## src/rtl/canvas_mem_arbiter.sv

```systemverilog
// canvas_mem_arbiter: shares the canvas VRAM system-side port between the
// write-only drawing engine (requester A) and the read/write host (requester B).
// Arbitration is owner-hold with a bounded hold count. Memory controls are
// registered and B's read data comes back in order with a fixed latency.
// Optional feature macro: ARB_STATS_EN adds transfer/wait statistics counters
// and a synchronous stat_clr input.
module canvas_mem_arbiter #(
  parameter int ADDRW    = 16,
  parameter int DATAW    = 4,
  parameter int RAM_LAT  = 1,
  parameter int MAX_HOLD = 16
) (
  input  logic             clk_sys,
  input  logic             rst_sys,
  input  logic             a_valid,
  output logic             a_ready,
  input  logic [ADDRW-1:0] a_addr,
  input  logic [DATAW-1:0] a_data,
  input  logic             b_valid,
  output logic             b_ready,
  input  logic             b_we,
  input  logic [ADDRW-1:0] b_addr,
  input  logic [DATAW-1:0] b_data,
  output logic             b_rvalid,
  output logic [DATAW-1:0] b_rdata,
  output logic             mem_we,
  output logic             mem_re,
  output logic [ADDRW-1:0] mem_addr,
  output logic [DATAW-1:0] mem_din,
  input  logic [DATAW-1:0] mem_dout,
  output logic             busy
`ifdef ARB_STATS_EN
  ,
  input  logic             stat_clr,
  output logic [31:0]      stat_a_cnt,
  output logic [31:0]      stat_b_cnt,
  output logic [31:0]      stat_wait_cnt
`endif
);

  typedef enum logic {OWN_A = 1'b0, OWN_B = 1'b1} owner_t;

  localparam logic [7:0] MAX_HOLD_C = 8'(MAX_HOLD);

  owner_t             owner;
  logic [7:0]         hold_cnt;
  logic               own_valid;
  logic               oth_valid;
  logic               grant_own;
  logic               grant_oth;
  logic               a_fire;
  logic               b_fire;
  logic [RAM_LAT-1:0] rd_pipe;

  // Grant decision: the owner keeps the port until its hold budget runs out
  // while the other side waits; an idle owner hands over with no bubble.
  always_comb begin
    own_valid = (owner == OWN_A) ? a_valid : b_valid;
    oth_valid = (owner == OWN_A) ? b_valid : a_valid;
    grant_own = own_valid && ((hold_cnt < MAX_HOLD_C) || !oth_valid);
    grant_oth = !grant_own && oth_valid;
    a_ready   = (owner == OWN_A) ? grant_own : grant_oth;
    b_ready   = (owner == OWN_A) ? grant_oth : grant_own;
  end

  assign a_fire = a_valid && a_ready;
  assign b_fire = b_valid && b_ready;

  // Owner/hold state: count consecutive owner grants (saturating), restart at
  // one when ownership flips, and clear when nobody is granted.
  always_ff @(posedge clk_sys) begin
    if (rst_sys) begin
      owner    <= OWN_A;
      hold_cnt <= 8'd0;
    end else if (grant_own) begin
      hold_cnt <= (hold_cnt < MAX_HOLD_C) ? hold_cnt + 8'd1 : MAX_HOLD_C;
    end else if (grant_oth) begin
      owner    <= (owner == OWN_A) ? OWN_B : OWN_A;
      hold_cnt <= 8'd1;
    end else begin
      hold_cnt <= 8'd0;
    end
  end

  // Memory issue: register the granted transfer onto the VRAM port one cycle
  // after the handshake; address and data hold when nothing is issued.
  always_ff @(posedge clk_sys) begin
    if (rst_sys) begin
      mem_we   <= 1'b0;
      mem_re   <= 1'b0;
      mem_addr <= '0;
      mem_din  <= '0;
    end else begin
      mem_we <= a_fire || (b_fire && b_we);
      mem_re <= b_fire && !b_we;
      if (a_fire) begin
        mem_addr <= a_addr;
        mem_din  <= a_data;
      end else if (b_fire) begin
        mem_addr <= b_addr;
        mem_din  <= b_we ? b_data : '0;
      end
    end
  end

  // Read return: a token shifts alongside the VRAM latency so mem_dout is
  // captured exactly when the read issued RAM_LAT cycles earlier is valid.
  always_ff @(posedge clk_sys) begin
    if (rst_sys) begin
      rd_pipe  <= '0;
      b_rvalid <= 1'b0;
      b_rdata  <= '0;
    end else begin
      rd_pipe[0] <= mem_re;
      for (int i = 1; i < RAM_LAT; i++) begin
        rd_pipe[i] <= rd_pipe[i-1];
      end
      b_rvalid <= rd_pipe[RAM_LAT-1];
      if (rd_pipe[RAM_LAT-1]) begin
        b_rdata <= mem_dout;
      end
    end
  end

  assign busy = mem_we || mem_re || (|rd_pipe);

`ifdef ARB_STATS_EN
  logic wait_now;

  assign wait_now = (a_valid && !a_ready) || (b_valid && !b_ready);

  // Statistics: saturating per-requester transfer counts and waiting cycles;
  // a clear request wins over any increment in the same cycle.
  always_ff @(posedge clk_sys) begin
    if (rst_sys || stat_clr) begin
      stat_a_cnt    <= 32'd0;
      stat_b_cnt    <= 32'd0;
      stat_wait_cnt <= 32'd0;
    end else begin
      if (a_fire && (stat_a_cnt != 32'hFFFF_FFFF)) begin
        stat_a_cnt <= stat_a_cnt + 32'd1;
      end
      if (b_fire && (stat_b_cnt != 32'hFFFF_FFFF)) begin
        stat_b_cnt <= stat_b_cnt + 32'd1;
      end
      if (wait_now && (stat_wait_cnt != 32'hFFFF_FFFF)) begin
        stat_wait_cnt <= stat_wait_cnt + 32'd1;
      end
    end
  end
`endif

endmodule
```

## config.mk

```make
export PLATFORM = sky130hd
export DESIGN_NAME = canvas_mem_arbiter
export DESIGN_NICKNAME = d
export VERILOG_FILES = /design/src/rtl/canvas_mem_arbiter.sv
export SDC_FILE = /design/constraint.sdc
export NUM_CORES = 1
export LEC_CHECK = 0
export CORE_AREA = 3 3 70 72
export CTS_BUF_LIST = sky130_fd_sc_hd__clkbuf_8
export DETAILED_ROUTE_END_ITERATION = 6
export DIE_AREA = 0 0 73 75
export PLACE_DENSITY_LB_ADDON = 0.1
export SLEW_MARGIN = 20
export SYNTH_ARGS = -nofsm -noshare
export SYNTH_HDL_FRONTEND = slang
export SYNTH_SLANG_ARGS = --single-unit
export TNS_END_PERCENT = 50
```

## constraint.sdc

```tcl
create_clock -name clk_sys -period 3.8 [get_ports clk_sys]
set_input_delay 0.57 -clock clk_sys [delete_from_list [all_inputs] [get_ports clk_sys]]
set_output_delay 0.57 -clock clk_sys [all_outputs]
set_load 0.01 [all_outputs]
```

==> impl_metrics.xml, run 1 <==
<?xml version="1.0" encoding="UTF-8"?>
<metrics>
  <group name="layout">
    <metric name="layout.cells.most_common" unit="">sky130_fd_sc_hd__clkdlybuf4s50_1</metric>
    <metric name="area_growth_syn_to_layout" unit="%">43.4</metric>
    <metric name="nFillCells" unit="">363</metric>
    <metric name="layout.cells.most_common_list" unit="">sky130_fd_sc_hd__clkdlybuf4s50_1 (77), sky130_fd_sc_hd__dfxtp_1 (37), sky130_fd_sc_hd__o211ai_1 (32)</metric>
    <metric name="final_layout_size_suffix_gt1_frac" unit="">0.122</metric>
    <metric name="design.final.nets" unit="">336</metric>
    <metric name="insertedDiodeCount" unit="">0</metric>
  </group>
  <group name="critical_path">
    <metric name="critPathMaxStageDelay" unit="ns">0.66</metric>
    <metric name="path_cells" unit="">clkdlybuf4s50_1, nand2_1, mux2i_4, nor2_1, clkdlybuf4s50_1</metric>
    <metric name="path_max_fanout" unit="">14</metric>
    <metric name="start_kind" unit="">input port</metric>
    <metric name="critical_path.reg2reg.startpoint" unit="">hold_cnt[7]</metric>
    <metric name="timing.critical_path.from" unit="">b_valid</metric>
    <metric name="timing.reg2reg.worst_path_depth" unit="">4</metric>
    <metric name="worst_path_dominant_cell_family" unit="">buffers and inverters</metric>
    <metric name="reg2reg_slack" unit="ns">1.60</metric>
    <metric name="worst-setup-path-type" unit="">input port to output pin</metric>
    <metric name="cp.arrival" unit="ns">2.31</metric>
    <metric name="cp_num_buf_inv" unit="">2</metric>
    <metric name="crit_top_cell" unit="">sky130_fd_sc_hd__clkdlybuf4s50_1</metric>
    <metric name="reg2reg_to" unit="">mem_din[3]</metric>
    <metric name="critical_path_required" unit="ns">3.23</metric>
    <metric name="setup.worst_path.end_class" unit="">output pin</metric>
    <metric name="cpMaxStageDelayCell" unit="">sky130_fd_sc_hd__clkdlybuf4s50_1</metric>
  </group>
  <group name="synthesis">
    <metric name="synth_sequential_area_ratio" unit="">0.356</metric>
    <metric name="netlist.top_cell.by_area" unit="">sky130_fd_sc_hd__dfxtp_1</metric>
    <metric name="top_post_synthesis_cells_by_area" unit="">sky130_fd_sc_hd__dfxtp_1 (36%), sky130_fd_sc_hd__mux2i_1 (12%), sky130_fd_sc_hd__o211ai_1 (12%)</metric>
    <metric name="average_footprint_of_a_synthesized_cell" unit="um2">9.59</metric>
    <metric name="synth-async-reset-ratio" unit="">0</metric>
    <metric name="yosys_warnings" unit="">0</metric>
    <metric name="synth_top_flop_cell" unit="">sky130_fd_sc_hd__dfxtp_1</metric>
    <metric name="synth.ff_latch_count" unit="">37</metric>
    <metric name="synthDistinctLibCells" unit="">35</metric>
    <metric name="synth_enable_flop_cells" unit="">0</metric>
    <metric name="netlist_area" unit="mm2">0.00208</metric>
    <metric name="postSynthCellCount" unit="">217</metric>
    <metric name="synth_top_cell_area_share" unit="">0.356</metric>
  </group>
  <group name="timing">
    <metric name="max_freq" unit="MHz">347</metric>
    <metric name="report.final.setup_viol" unit="">0</metric>
    <metric name="unrepaired_setup_endpoints_after_global_routing" unit="">false</metric>
    <metric name="post-route-min-period" unit="ns">2.88</metric>
    <metric name="worst_clock_skew" unit="ns">0.00815</metric>
    <metric name="period_share" unit="">0.757</metric>
    <metric name="worstMarginPinSlew" unit="ns">0.988</metric>
    <metric name="final-max-slew-violation-count" unit="">0</metric>
    <metric name="totalNegativeSetupSlack" unit="ns">0</metric>
    <metric name="slew_headroom" unit="">0.337</metric>
    <metric name="timing.final.hold_violations" unit="">0</metric>
  </group>
  <group name="die">
    <metric name="start_util" unit="">0.478</metric>
    <metric name="dieHeight" unit="um">75</metric>
    <metric name="die-area" unit="mm2">0.00548</metric>
    <metric name="die-width" unit="um">73</metric>
    <metric name="placeableCoreArea" unit="mm2">0.00435</metric>
    <metric name="design.portCount" unit="">79</metric>
    <metric name="placementRows" unit="">24</metric>
  </group>
  <group name="clock_tree">
    <metric name="cts_post_setup_buffers_inserted" unit="">0</metric>
    <metric name="numClockSinks" unit="">37</metric>
    <metric name="cts_buffers" unit="">5</metric>
    <metric name="cts-root-to-sink-buffers" unit="">2</metric>
    <metric name="clock_tree.htree_level_count" unit="">2</metric>
    <metric name="clock_insertion_delay_worst_skew" unit="ns">0.29</metric>
    <metric name="cts_root_buffer" unit="">sky130_fd_sc_hd__clkbuf_8</metric>
    <metric name="ctsResizeCount" unit="">0</metric>
    <metric name="cts-hold-fix-buffers" unit="">0</metric>
    <metric name="tritoncts" unit="">built</metric>
    <metric name="path_clk_slew" unit="ns">0.07</metric>
  </group>
  <group name="power">
    <metric name="pwr-share-clk" unit="">0.326</metric>
    <metric name="cell_internal_pwr" unit="mW">0.761</metric>
    <metric name="p_leak" unit="nW">1.07</metric>
    <metric name="power.density" unit="mW/mm2">342</metric>
    <metric name="power.net_switching" unit="mW">0.259</metric>
    <metric name="share_comb_of_total_power" unit="">0.248</metric>
    <metric name="total_power" unit="mW">1.02</metric>
    <metric name="sw_frac_of_total" unit="">0.254</metric>
    <metric name="worst_ir_drop_vdd" unit="mV">0.199</metric>
    <metric name="power_frac_seq" unit="">0.426</metric>
  </group>
  <group name="flow_run">
    <metric name="drv.max_cap_violation_count" unit="">0</metric>
  </group>
  <group name="global_routing">
    <metric name="grt_start_max_net_pins" unit="">63</metric>
    <metric name="antenna_found_initial" unit="">0</metric>
    <metric name="grt_first_pass_wirelength" unit="um">7880</metric>
    <metric name="globalRouteTotalUtil" unit="">0.186</metric>
    <metric name="globalRoute.totalOverflow" unit="">0</metric>
    <metric name="grt_pass1_vias" unit="">1754</metric>
  </group>
  <group name="placement">
    <metric name="numPortBuffers" unit="">78</metric>
    <metric name="globalplace.congestion" unit="">0.731</metric>
    <metric name="place.detailed.hpwl" unit="um">3540</metric>
  </group>
  <group name="detailed_routing">
    <metric name="route.detailed.drc" unit="">0</metric>
    <metric name="postRouteWirelength" unit="um">4830</metric>
    <metric name="detail_route.iter0.violations" unit="">60</metric>
    <metric name="detail_route.wl_per_cell" unit="um">14.2</metric>
    <metric name="post_drt_via_cell_ratio" unit="">5.40</metric>
    <metric name="via_count" unit="">1829</metric>
    <metric name="drt_pass1_iterations" unit="">4</metric>
    <metric name="ant_nets" unit="">0</metric>
  </group>
  <group name="outcome">
    <metric name="status" unit="">completed</metric>
  </group>
  <group name="worst_hold_path">
    <metric name="worstHoldStart" unit="">mem_re</metric>
    <metric name="hold_path_end" unit="">rd_pipe</metric>
    <metric name="min_delay_path_depth" unit="">1</metric>
    <metric name="timing.hold.worst.class" unit="">flip-flop to flip-flop</metric>
  </group>
</metrics>
## cells in the mapped netlist, drive strengths merged (2+ instances only)
cell type and n:
a21oi 2, nor2b 6, dfxtp 37, mux2i 25
and2 3, xor2 2, mux2 20, o211ai 32
nand3 8, o311ai 3, o32ai 2, clkbuf 19
buf 3, nand2 3, a311o 3, nor2 8
inv 3, nand2b 21, or3 2
## sequential cells by signal, summed over array words and instances, names as in the netlist
| register | count |
|---|---|
| b_rdata | 4 |
| mem_re | 1 |
| owner | 1 |
| mem_addr | 16 |
| rd_pipe | 1 |
| b_rvalid | 1 |
| mem_we | 1 |
| hold_cnt | 8 |
| mem_din | 4 |
## how the worst max path moves through the flow
stage | cells after the start | slack (ns) | endpoint
after floorplan | 4 | 1.65 | a_ready
after global routing | 5 | 0.81 | a_ready
final | 5 | 0.92 | a_ready
after global placement | 5 | 0.96 | a_ready
after CTS | 5 | 0.93 | a_ready
after detailed placement | 5 | 0.93 | a_ready
## worst reg2reg max path: cells and delay by family (launching register included)
| family | cells | cell delay, ns |
|---|---|---|
| buffers and inverters | 1 | 0.38 |
| muxes | 2 | 0.73 |
| DFF | 1 | 0.33 |
| and+or+nand+nor | 1 | 0.67 |
## through the flow
| step | utilization | hold slack (ns) | worst slack, ns | instance area [um2] | instances |
|---|---|---|---|---|---|
| floorplan | - | 0.480 | 1.65 | 2090 | 219 |
| global placement | 0.660 | 0.472 | 0.960 | 2870 | 331 |
| detailed placement | 0.660 | 0.476 | 0.926 | 2870 | 331 |
| CTS | 0.686 | 0.489 | 0.931 | 2990 | 339 |
| global route | 0.686 | 0.507 | 0.806 | 2990 | 339 |
| finish | 0.686 | 0.482 | 0.922 | 2990 | 339 |
## per-layer routing
layer	vias up	routed length (um)	track usage
met4	0	42	0.0656
met1	843	2060	0.205
li1	938	-	-
met2	42	2480	0.325
met5	-	0	0
met3	6	239	0.0761
## kinds of logic (layout without fill, tap and decap cells)
logic type	Yosys count	count (layout)	share of synthesized area
other	1	3	0.00180
xor gates and xnor gates	3	3	0.0126
muxes	45	45	0.228
AOI/OAI and AO/OA	49	49	0.185
DFF	37	37	0.356
and+or+nand+nor	55	55	0.156
adders and majority gates	1	1	0.00601
buffers and inverters	26	94	0.0547
## power by group through the flow
stage          clock network (mW)  registers, mW  logic [mW]
6_report                    0.332          0.435       0.253
2_1_floorplan                   0          0.450       0.126
4_1_cts                     0.341          0.436       0.256
5_1_grt                     0.362          0.439       0.275
3_5_place_dp                    0          0.444       0.255
3_3_place_gp                    0          0.444       0.251
## area by class of cell
cell class / instances / area [um2] / share of cell area
multi-input combinational: 156 / 1250 / 0.418
timing repair buffer: 82 / 806 / 0.270
sequential: 37 / 741 / 0.248
clock buffer: 5 / 68.8 / 0.0231
tap: 52 / 65.1 / 0.0218
clock inverter: 3 / 42.5 / 0.0142
inverter: 4 / 15.0 / 0.00503
Note: power is estimated with default switching activity, not from simulation.
==> inputs of run 2 (changes only) <==
CORE_AREA = 3 3 72 74   (was 3 3 70 72)
DIE_AREA = 0 0 75 77   (was 0 0 73 75)
clock period = 2.95 ns   (was 3.8 ns; I/O delays follow)
==> run 2 against run 1 <==
Combinational power is 30% higher. Clock power is 17% higher. Utilization is 4.3 points lower. Via count is 1.8% higher. Total power is 25% higher. Worst setup slack worse by 0.39 ns. First-iteration DRC count is 17% higher. Critical path depth stayed put. Die area is 5.5% higher. Final area is 0.25% higher. Clock skew is 0.0028 ns lower.
==> impl_metrics.xml, run 2 (synthesized netlist as in run 1, its figures left out) <==
<?xml version="1.0" encoding="UTF-8"?>
<metrics>
  <group name="timing">
    <metric name="final-max-slew-violation-count" unit="">0</metric>
    <metric name="post-route-min-period" unit="ns">2.42</metric>
    <metric name="period_share" unit="">0.819</metric>
    <metric name="slew_headroom" unit="">0.648</metric>
    <metric name="max_freq" unit="MHz">414</metric>
    <metric name="totalNegativeSetupSlack" unit="ns">0</metric>
    <metric name="worst_clock_skew" unit="ns">0.00534</metric>
    <metric name="unrepaired_setup_endpoints_after_global_routing" unit="">false</metric>
    <metric name="report.final.setup_viol" unit="">0</metric>
    <metric name="worstMarginPinSlew" unit="ns">0.528</metric>
    <metric name="timing.final.hold_violations" unit="">0</metric>
    <metric name="hold_slack" unit="ns">0.486</metric>
  </group>
  <group name="global_routing">
    <metric name="met2_usage" unit="">0.287</metric>
    <metric name="top_usage_layer" unit="">met2</metric>
    <metric name="antenna_found_initial" unit="">0</metric>
    <metric name="grt_pass1_vias" unit="">1762</metric>
    <metric name="globalRouteTotalUtil" unit="">0.175</metric>
    <metric name="grt_start_max_net_pins" unit="">58</metric>
    <metric name="grtUsageMet1" unit="">0.209</metric>
    <metric name="grtUsageMet3" unit="">0.0537</metric>
    <metric name="grt_first_pass_wirelength" unit="um">7940</metric>
    <metric name="globalRoute.totalOverflow" unit="">0</metric>
  </group>
  <group name="layout">
    <metric name="layout.cells.non_filler" unit="">343</metric>
    <metric name="end_of_flow_core_utilization" unit="">0.642</metric>
    <metric name="largestRegisters" unit="">mem_addr: 16 flops, hold_cnt: 8 flops</metric>
    <metric name="max_flop_register" unit="">mem_addr</metric>
    <metric name="insertedDiodeCount" unit="">0</metric>
    <metric name="layout.cells.most_common" unit="">sky130_fd_sc_hd__clkdlybuf4s50_1</metric>
    <metric name="largest_register_ff_count" unit="">16</metric>
    <metric name="nFillCells" unit="">400</metric>
    <metric name="finish.instance_area" unit="mm2">0.00299</metric>
    <metric name="layout.cells.most_common_list" unit="">sky130_fd_sc_hd__clkdlybuf4s50_1 (77), sky130_fd_sc_hd__dfxtp_1 (37), sky130_fd_sc_hd__o211ai_1 (32)</metric>
    <metric name="final_layout_size_suffix_gt1_frac" unit="">0.131</metric>
    <metric name="area_growth_syn_to_layout" unit="%">43.7</metric>
    <metric name="design.final.nets" unit="">338</metric>
  </group>
  <group name="clock_tree">
    <metric name="ctsResizeCount" unit="">0</metric>
    <metric name="cts_post_setup_buffers_inserted" unit="">0</metric>
    <metric name="path_clk_slew" unit="ns">0.07</metric>
    <metric name="cts-root-to-sink-buffers" unit="">2</metric>
    <metric name="clock_tree.htree_level_count" unit="">2</metric>
    <metric name="cts-hold-fix-buffers" unit="">0</metric>
    <metric name="clock_insertion_delay_worst_skew" unit="ns">0.29</metric>
    <metric name="numClockSinks" unit="">37</metric>
    <metric name="cts_root_buffer" unit="">sky130_fd_sc_hd__clkbuf_8</metric>
    <metric name="cts_buffers" unit="">5</metric>
    <metric name="tritoncts" unit="">built</metric>
  </group>
  <group name="critical_path">
    <metric name="reg2reg_to" unit="">mem_din[3]</metric>
    <metric name="cpMaxStageDelayCell" unit="">sky130_fd_sc_hd__clkdlybuf4s50_1</metric>
    <metric name="start_kind" unit="">input port</metric>
    <metric name="critPathMaxStageDelay" unit="ns">0.65</metric>
    <metric name="cp.arrival" unit="ns">1.97</metric>
    <metric name="crit_top_cell" unit="">sky130_fd_sc_hd__clkdlybuf4s50_1</metric>
    <metric name="timing.critical_path.from" unit="">b_valid</metric>
    <metric name="timing.reg2reg.worst_path_depth" unit="">5</metric>
    <metric name="reg2reg_slack" unit="ns">1.04</metric>
    <metric name="worst-setup-path-type" unit="">input port to output pin</metric>
    <metric name="setup.worst_path.end_class" unit="">output pin</metric>
    <metric name="path_cells" unit="">clkdlybuf4s50_1, nand2_1, mux2i_4, nor2_1, clkdlybuf4s50_1</metric>
    <metric name="critical_path.reg2reg.startpoint" unit="">hold_cnt[7]</metric>
    <metric name="critical_path_required" unit="ns">2.51</metric>
    <metric name="endpoint" unit="">a_ready</metric>
    <metric name="path_max_fanout" unit="">8</metric>
  </group>
  <group name="detailed_routing">
    <metric name="via_count" unit="">1862</metric>
    <metric name="drt_pass1_iterations" unit="">4</metric>
    <metric name="detail_route.wl_per_cell" unit="um">14.2</metric>
    <metric name="post_drt_via_cell_ratio" unit="">5.43</metric>
    <metric name="postRouteWirelength" unit="um">4880</metric>
    <metric name="detail_route.iter0.violations" unit="">70</metric>
    <metric name="ant_nets" unit="">0</metric>
    <metric name="route.detailed.drc" unit="">0</metric>
  </group>
  <group name="placement">
    <metric name="dpl_cell_area" unit="mm2">0.00289</metric>
    <metric name="globalplace.congestion" unit="">0.777</metric>
    <metric name="numPortBuffers" unit="">78</metric>
    <metric name="place.detailed.hpwl" unit="um">3550</metric>
    <metric name="place_inst" unit="">335</metric>
  </group>
  <group name="die">
    <metric name="die-area" unit="mm2">0.00578</metric>
    <metric name="design.portCount" unit="">79</metric>
    <metric name="die-width" unit="um">75</metric>
    <metric name="placementRows" unit="">25</metric>
    <metric name="placeableCoreArea" unit="mm2">0.00466</metric>
    <metric name="dieHeight" unit="um">77</metric>
    <metric name="start_util" unit="">0.447</metric>
  </group>
  <group name="flow_run">
    <metric name="drv.max_cap_violation_count" unit="">0</metric>
  </group>
  <group name="worst_hold_path">
    <metric name="timing.hold.worst.class" unit="">flip-flop to flip-flop</metric>
  </group>
  <group name="power">
    <metric name="worst_ir_drop_vdd" unit="mV">0.239</metric>
    <metric name="p_leak" unit="nW">1.08</metric>
    <metric name="power.density" unit="mW/mm2">427</metric>
  </group>
  <group name="outcome">
    <metric name="status" unit="">completed</metric>
  </group>
</metrics>
## run 2: critical path, delay by kind of cell
family / cells / cell delay [ns]
buf+inv: 2 / 1.15
mux: 1 / 0.17
simple gates: 2 / 0.22
## run 2: power breakdown
part | switching, mW | leakage [nW] | internal (mW)
sequential | 0.0243 | 0.306 | 0.536
combinational | 0.132 | 0.718 | 0.196
clock | 0.177 | 0.0542 | 0.211
## run 2: cell type report
class                   count  area [um2]  area share
flip-flops and latches     37         741       0.247
repair buffers             84         821       0.274
well taps                  54        67.6      0.0226
clock buffers               7        96.3      0.0322
multi-input cells         156        1250       0.417
inverters                   4        15.0     0.00502
clock inverters             1        5.00     0.00167
## run 2: worst min-delay path by stage
| stage | from | endpoint | slack, ns | cells past startpoint |
|---|---|---|---|---|
| floorplan | hold_cnt[3] | hold_cnt[3] | 0.48 | 2 |
| global placement | mem_re | rd_pipe | 0.47 | 1 |
| detailed placement | mem_re | rd_pipe | 0.48 | 1 |
| CTS | a_valid | mem_re | 0.49 | 2 |
| global route | mem_re | rd_pipe | 0.50 | 1 |
| finish | mem_re | rd_pipe | 0.49 | 1 |
## run 2: stage by stage
stage               power, mW  setup WS (ns)
floorplan               0.741          0.926
global placement        0.899          0.552
detailed placement      0.902          0.530
CTS                      1.29          0.529
global route             1.34          0.476
finish                   1.28          0.533
## run 2: metal layers
layer / vias up / share of wire
met1: 867 / 0.43
met3: 7 / 0.048
met5: - / 0
li1: 940 / -
met2: 48 / 0.51
met4: 0 / 0.013
==> inputs of run 3 (changes only) <==
clock period = 2.4 ns   (was 2.95 ns; I/O delays follow)
==> run 3 against run 2 <==
Hold slack got worse by 0.0024 ns. Critical path depth fell by 1. Non-clock buffer count rose by 3. Utilization rose by 0.080 points. Largest power group unchanged. Critical endpoint unchanged. Clock skew rose by 0.0018 ns. Worst setup slack got worse by 0.38 ns. Sequential share of layout area barely moved.
==> impl_metrics.xml, run 3 (synthesized netlist as in run 1, its figures left out) <==
<?xml version="1.0" encoding="UTF-8"?>
<metrics>
  <group name="global_routing">
    <metric name="globalRouteTotalUtil" unit="">0.177</metric>
    <metric name="globalRoute.totalOverflow" unit="">0</metric>
    <metric name="grt_pass1_vias" unit="">1868</metric>
    <metric name="grt_start_max_net_pins" unit="">47</metric>
    <metric name="top_usage_layer" unit="">met2</metric>
    <metric name="met2_usage" unit="">0.294</metric>
    <metric name="grt_first_pass_wirelength" unit="um">8090</metric>
    <metric name="grtUsageMet3" unit="">0.0642</metric>
    <metric name="antenna_found_initial" unit="">0</metric>
    <metric name="grtUsageMet1" unit="">0.205</metric>
  </group>
  <group name="critical_path">
    <metric name="path_max_fanout" unit="">3</metric>
    <metric name="timing.reg2reg.worst_path_depth" unit="">4</metric>
    <metric name="start_kind" unit="">flip-flop</metric>
    <metric name="worst-setup-path-type" unit="">flip-flop to output pin</metric>
    <metric name="critPathMaxStageDelay" unit="ns">0.49</metric>
    <metric name="setup.worst_path.end_class" unit="">output pin</metric>
    <metric name="critical_path.reg2reg.startpoint" unit="">hold_cnt[7]</metric>
    <metric name="critical_path_required" unit="ns">2.04</metric>
    <metric name="reg2reg_to" unit="">mem_din[3]</metric>
    <metric name="reg2reg_slack" unit="ns">0.49</metric>
    <metric name="cp.arrival" unit="ns">1.88</metric>
    <metric name="cpMaxStageDelayCell" unit="">sky130_fd_sc_hd__clkdlybuf4s50_1</metric>
    <metric name="path_cells" unit="">nor4_4, mux2i_4, nor2_1, clkdlybuf4s50_1</metric>
  </group>
  <group name="timing">
    <metric name="worst_clock_skew" unit="ns">0.00715</metric>
    <metric name="unrepaired_setup_endpoints_after_global_routing" unit="">false</metric>
    <metric name="period_share" unit="">0.934</metric>
    <metric name="post-route-min-period" unit="ns">2.24</metric>
    <metric name="timing.final.hold_violations" unit="">0</metric>
    <metric name="report.final.setup_viol" unit="">0</metric>
    <metric name="max_freq" unit="MHz">446</metric>
    <metric name="totalNegativeSetupSlack" unit="ns">0</metric>
    <metric name="final_critical_path_setup_slack" unit="ns">0.157</metric>
    <metric name="final-max-slew-violation-count" unit="">0</metric>
  </group>
  <group name="die">
    <metric name="placeableCoreArea" unit="mm2">0.00466</metric>
    <metric name="die-area" unit="mm2">0.00578</metric>
    <metric name="die-width" unit="um">75</metric>
    <metric name="dieHeight" unit="um">77</metric>
    <metric name="design.portCount" unit="">79</metric>
    <metric name="placementRows" unit="">25</metric>
    <metric name="start_util" unit="">0.447</metric>
  </group>
  <group name="layout">
    <metric name="sequential_cell_area" unit="um2">741</metric>
    <metric name="finish.instance_area" unit="mm2">0.00300</metric>
    <metric name="design.final.nets" unit="">341</metric>
    <metric name="end_of_flow_core_utilization" unit="">0.643</metric>
    <metric name="area_growth_syn_to_layout" unit="%">43.9</metric>
    <metric name="largestRegisters" unit="">mem_addr: 16 flops, hold_cnt: 8 flops</metric>
    <metric name="layout.cells.most_common" unit="">sky130_fd_sc_hd__clkdlybuf4s50_1</metric>
    <metric name="multi_input_area" unit="mm2">0.00125</metric>
    <metric name="nFillCells" unit="">406</metric>
    <metric name="layout.cells.most_common_list" unit="">sky130_fd_sc_hd__clkdlybuf4s50_1 (77), sky130_fd_sc_hd__dfxtp_1 (37), sky130_fd_sc_hd__o211ai_1 (32)</metric>
    <metric name="largest_register_ff_count" unit="">16</metric>
    <metric name="max_flop_register" unit="">mem_addr</metric>
    <metric name="insertedDiodeCount" unit="">0</metric>
    <metric name="final_layout_size_suffix_gt1_frac" unit="">0.137</metric>
  </group>
  <group name="clock_tree">
    <metric name="cts_buffers" unit="">5</metric>
    <metric name="clock_insertion_delay_worst_skew" unit="ns">0.28</metric>
    <metric name="ctsResizeCount" unit="">0</metric>
    <metric name="cts-hold-fix-buffers" unit="">0</metric>
    <metric name="cts_root_buffer" unit="">sky130_fd_sc_hd__clkbuf_8</metric>
    <metric name="path_clk_slew" unit="ns">0.07</metric>
    <metric name="cts_post_setup_buffers_inserted" unit="">0</metric>
    <metric name="tritoncts" unit="">built</metric>
    <metric name="numClockSinks" unit="">37</metric>
    <metric name="cts-root-to-sink-buffers" unit="">2</metric>
    <metric name="clock_tree.htree_level_count" unit="">2</metric>
  </group>
  <group name="detailed_routing">
    <metric name="via_count" unit="">1823</metric>
    <metric name="postRouteWirelength" unit="um">4730</metric>
    <metric name="drt_pass1_iterations" unit="">4</metric>
    <metric name="ant_nets" unit="">0</metric>
    <metric name="detail_route.iter0.violations" unit="">75</metric>
    <metric name="detail_route.wl_per_cell" unit="um">13.7</metric>
    <metric name="route.detailed.drc" unit="">0</metric>
    <metric name="post_drt_via_cell_ratio" unit="">5.27</metric>
  </group>
  <group name="placement">
    <metric name="place_ws" unit="ns">0.182</metric>
    <metric name="dpl_cell_area" unit="mm2">0.00291</metric>
    <metric name="place.detailed.hpwl" unit="um">3550</metric>
    <metric name="globalplace.congestion" unit="">0.739</metric>
    <metric name="numPortBuffers" unit="">78</metric>
  </group>
  <group name="power">
    <metric name="total_power" unit="mW">1.50</metric>
    <metric name="worst_ir_drop_vdd" unit="mV">0.282</metric>
    <metric name="power.density" unit="mW/mm2">500</metric>
    <metric name="p_leak" unit="nW">1.09</metric>
  </group>
  <group name="worst_hold_path">
    <metric name="timing.hold.worst.class" unit="">flip-flop to flip-flop</metric>
    <metric name="hold_path_end" unit="">rd_pipe</metric>
    <metric name="worstHoldStart" unit="">mem_re</metric>
    <metric name="min_delay_path_depth" unit="">1</metric>
  </group>
  <group name="outcome">
    <metric name="status" unit="">completed</metric>
  </group>
  <group name="flow_run">
    <metric name="drv.max_cap_violation_count" unit="">0</metric>
  </group>
</metrics>
run 3: changes by cell type in the layout (fill, tap and decap cells not counted):
cell / delta
sky130_fd_sc_hd__buf_4: +3
sky130_fd_sc_hd__clkbuf_8: -2
sky130_fd_sc_hd__clkinv_2: +1
sky130_fd_sc_hd__inv_1: +1
run 3: area by class of cell:
cell class	count	area share
flip-flops and latches	37	0.247
inverters	4	0.00501
clock buffers	5	0.0230
well taps	54	0.0225
multi-input cells	156	0.416
repair buffers	87	0.281
clock inverters	3	0.00459
run 3: how the worst max path moves through the flow:
stage,startpoint,to,slack [ns],cells after the start
2_1_floorplan,hold_cnt[7],a_ready,0.46,4
3_3_place_gp,b_valid,a_ready,0.19,5
3_5_place_dp,b_valid,a_ready,0.18,5
4_1_cts,hold_cnt[7],a_ready,0.13,4
5_1_grt,hold_cnt[7],b_ready,0.05,4
6_report,hold_cnt[7],a_ready,0.16,4
run 3: report_power, final:
group	switching [mW]	internal, mW
logic	0.161	0.244
registers	0.0301	0.659
clock network	0.206	0.197
run 3: critical path, delay by kind of cell, from the launching register on:
| family | cells | cell delay (ns) |
|---|---|---|
| DFF | 1 | 0.32 |
| muxes | 1 | 0.30 |
| buffers and inverters | 1 | 0.49 |
| and+or+nand+nor | 2 | 0.50 |
run 3: through the flow:
step | hold WS (ns) | instances
final | 0.483 | 346
after global routing | 0.489 | 346
after detailed placement | 0.467 | 338
after global placement | 0.477 | 338
after floorplan | 0.480 | 219
after CTS | 0.485 | 346
run 3: layer usage:
| layer | vias to the layer above | part of all wire | wire length [um] |
|---|---|---|---|
| li1 | 949 | - | - |
| met1 | 823 | 0.44 | 2090 |
| met2 | 42 | 0.50 | 2340 |
| met3 | 9 | 0.049 | 232 |
| met4 | 0 | 0.013 | 60 |
| met5 | - | 0 | 0 |
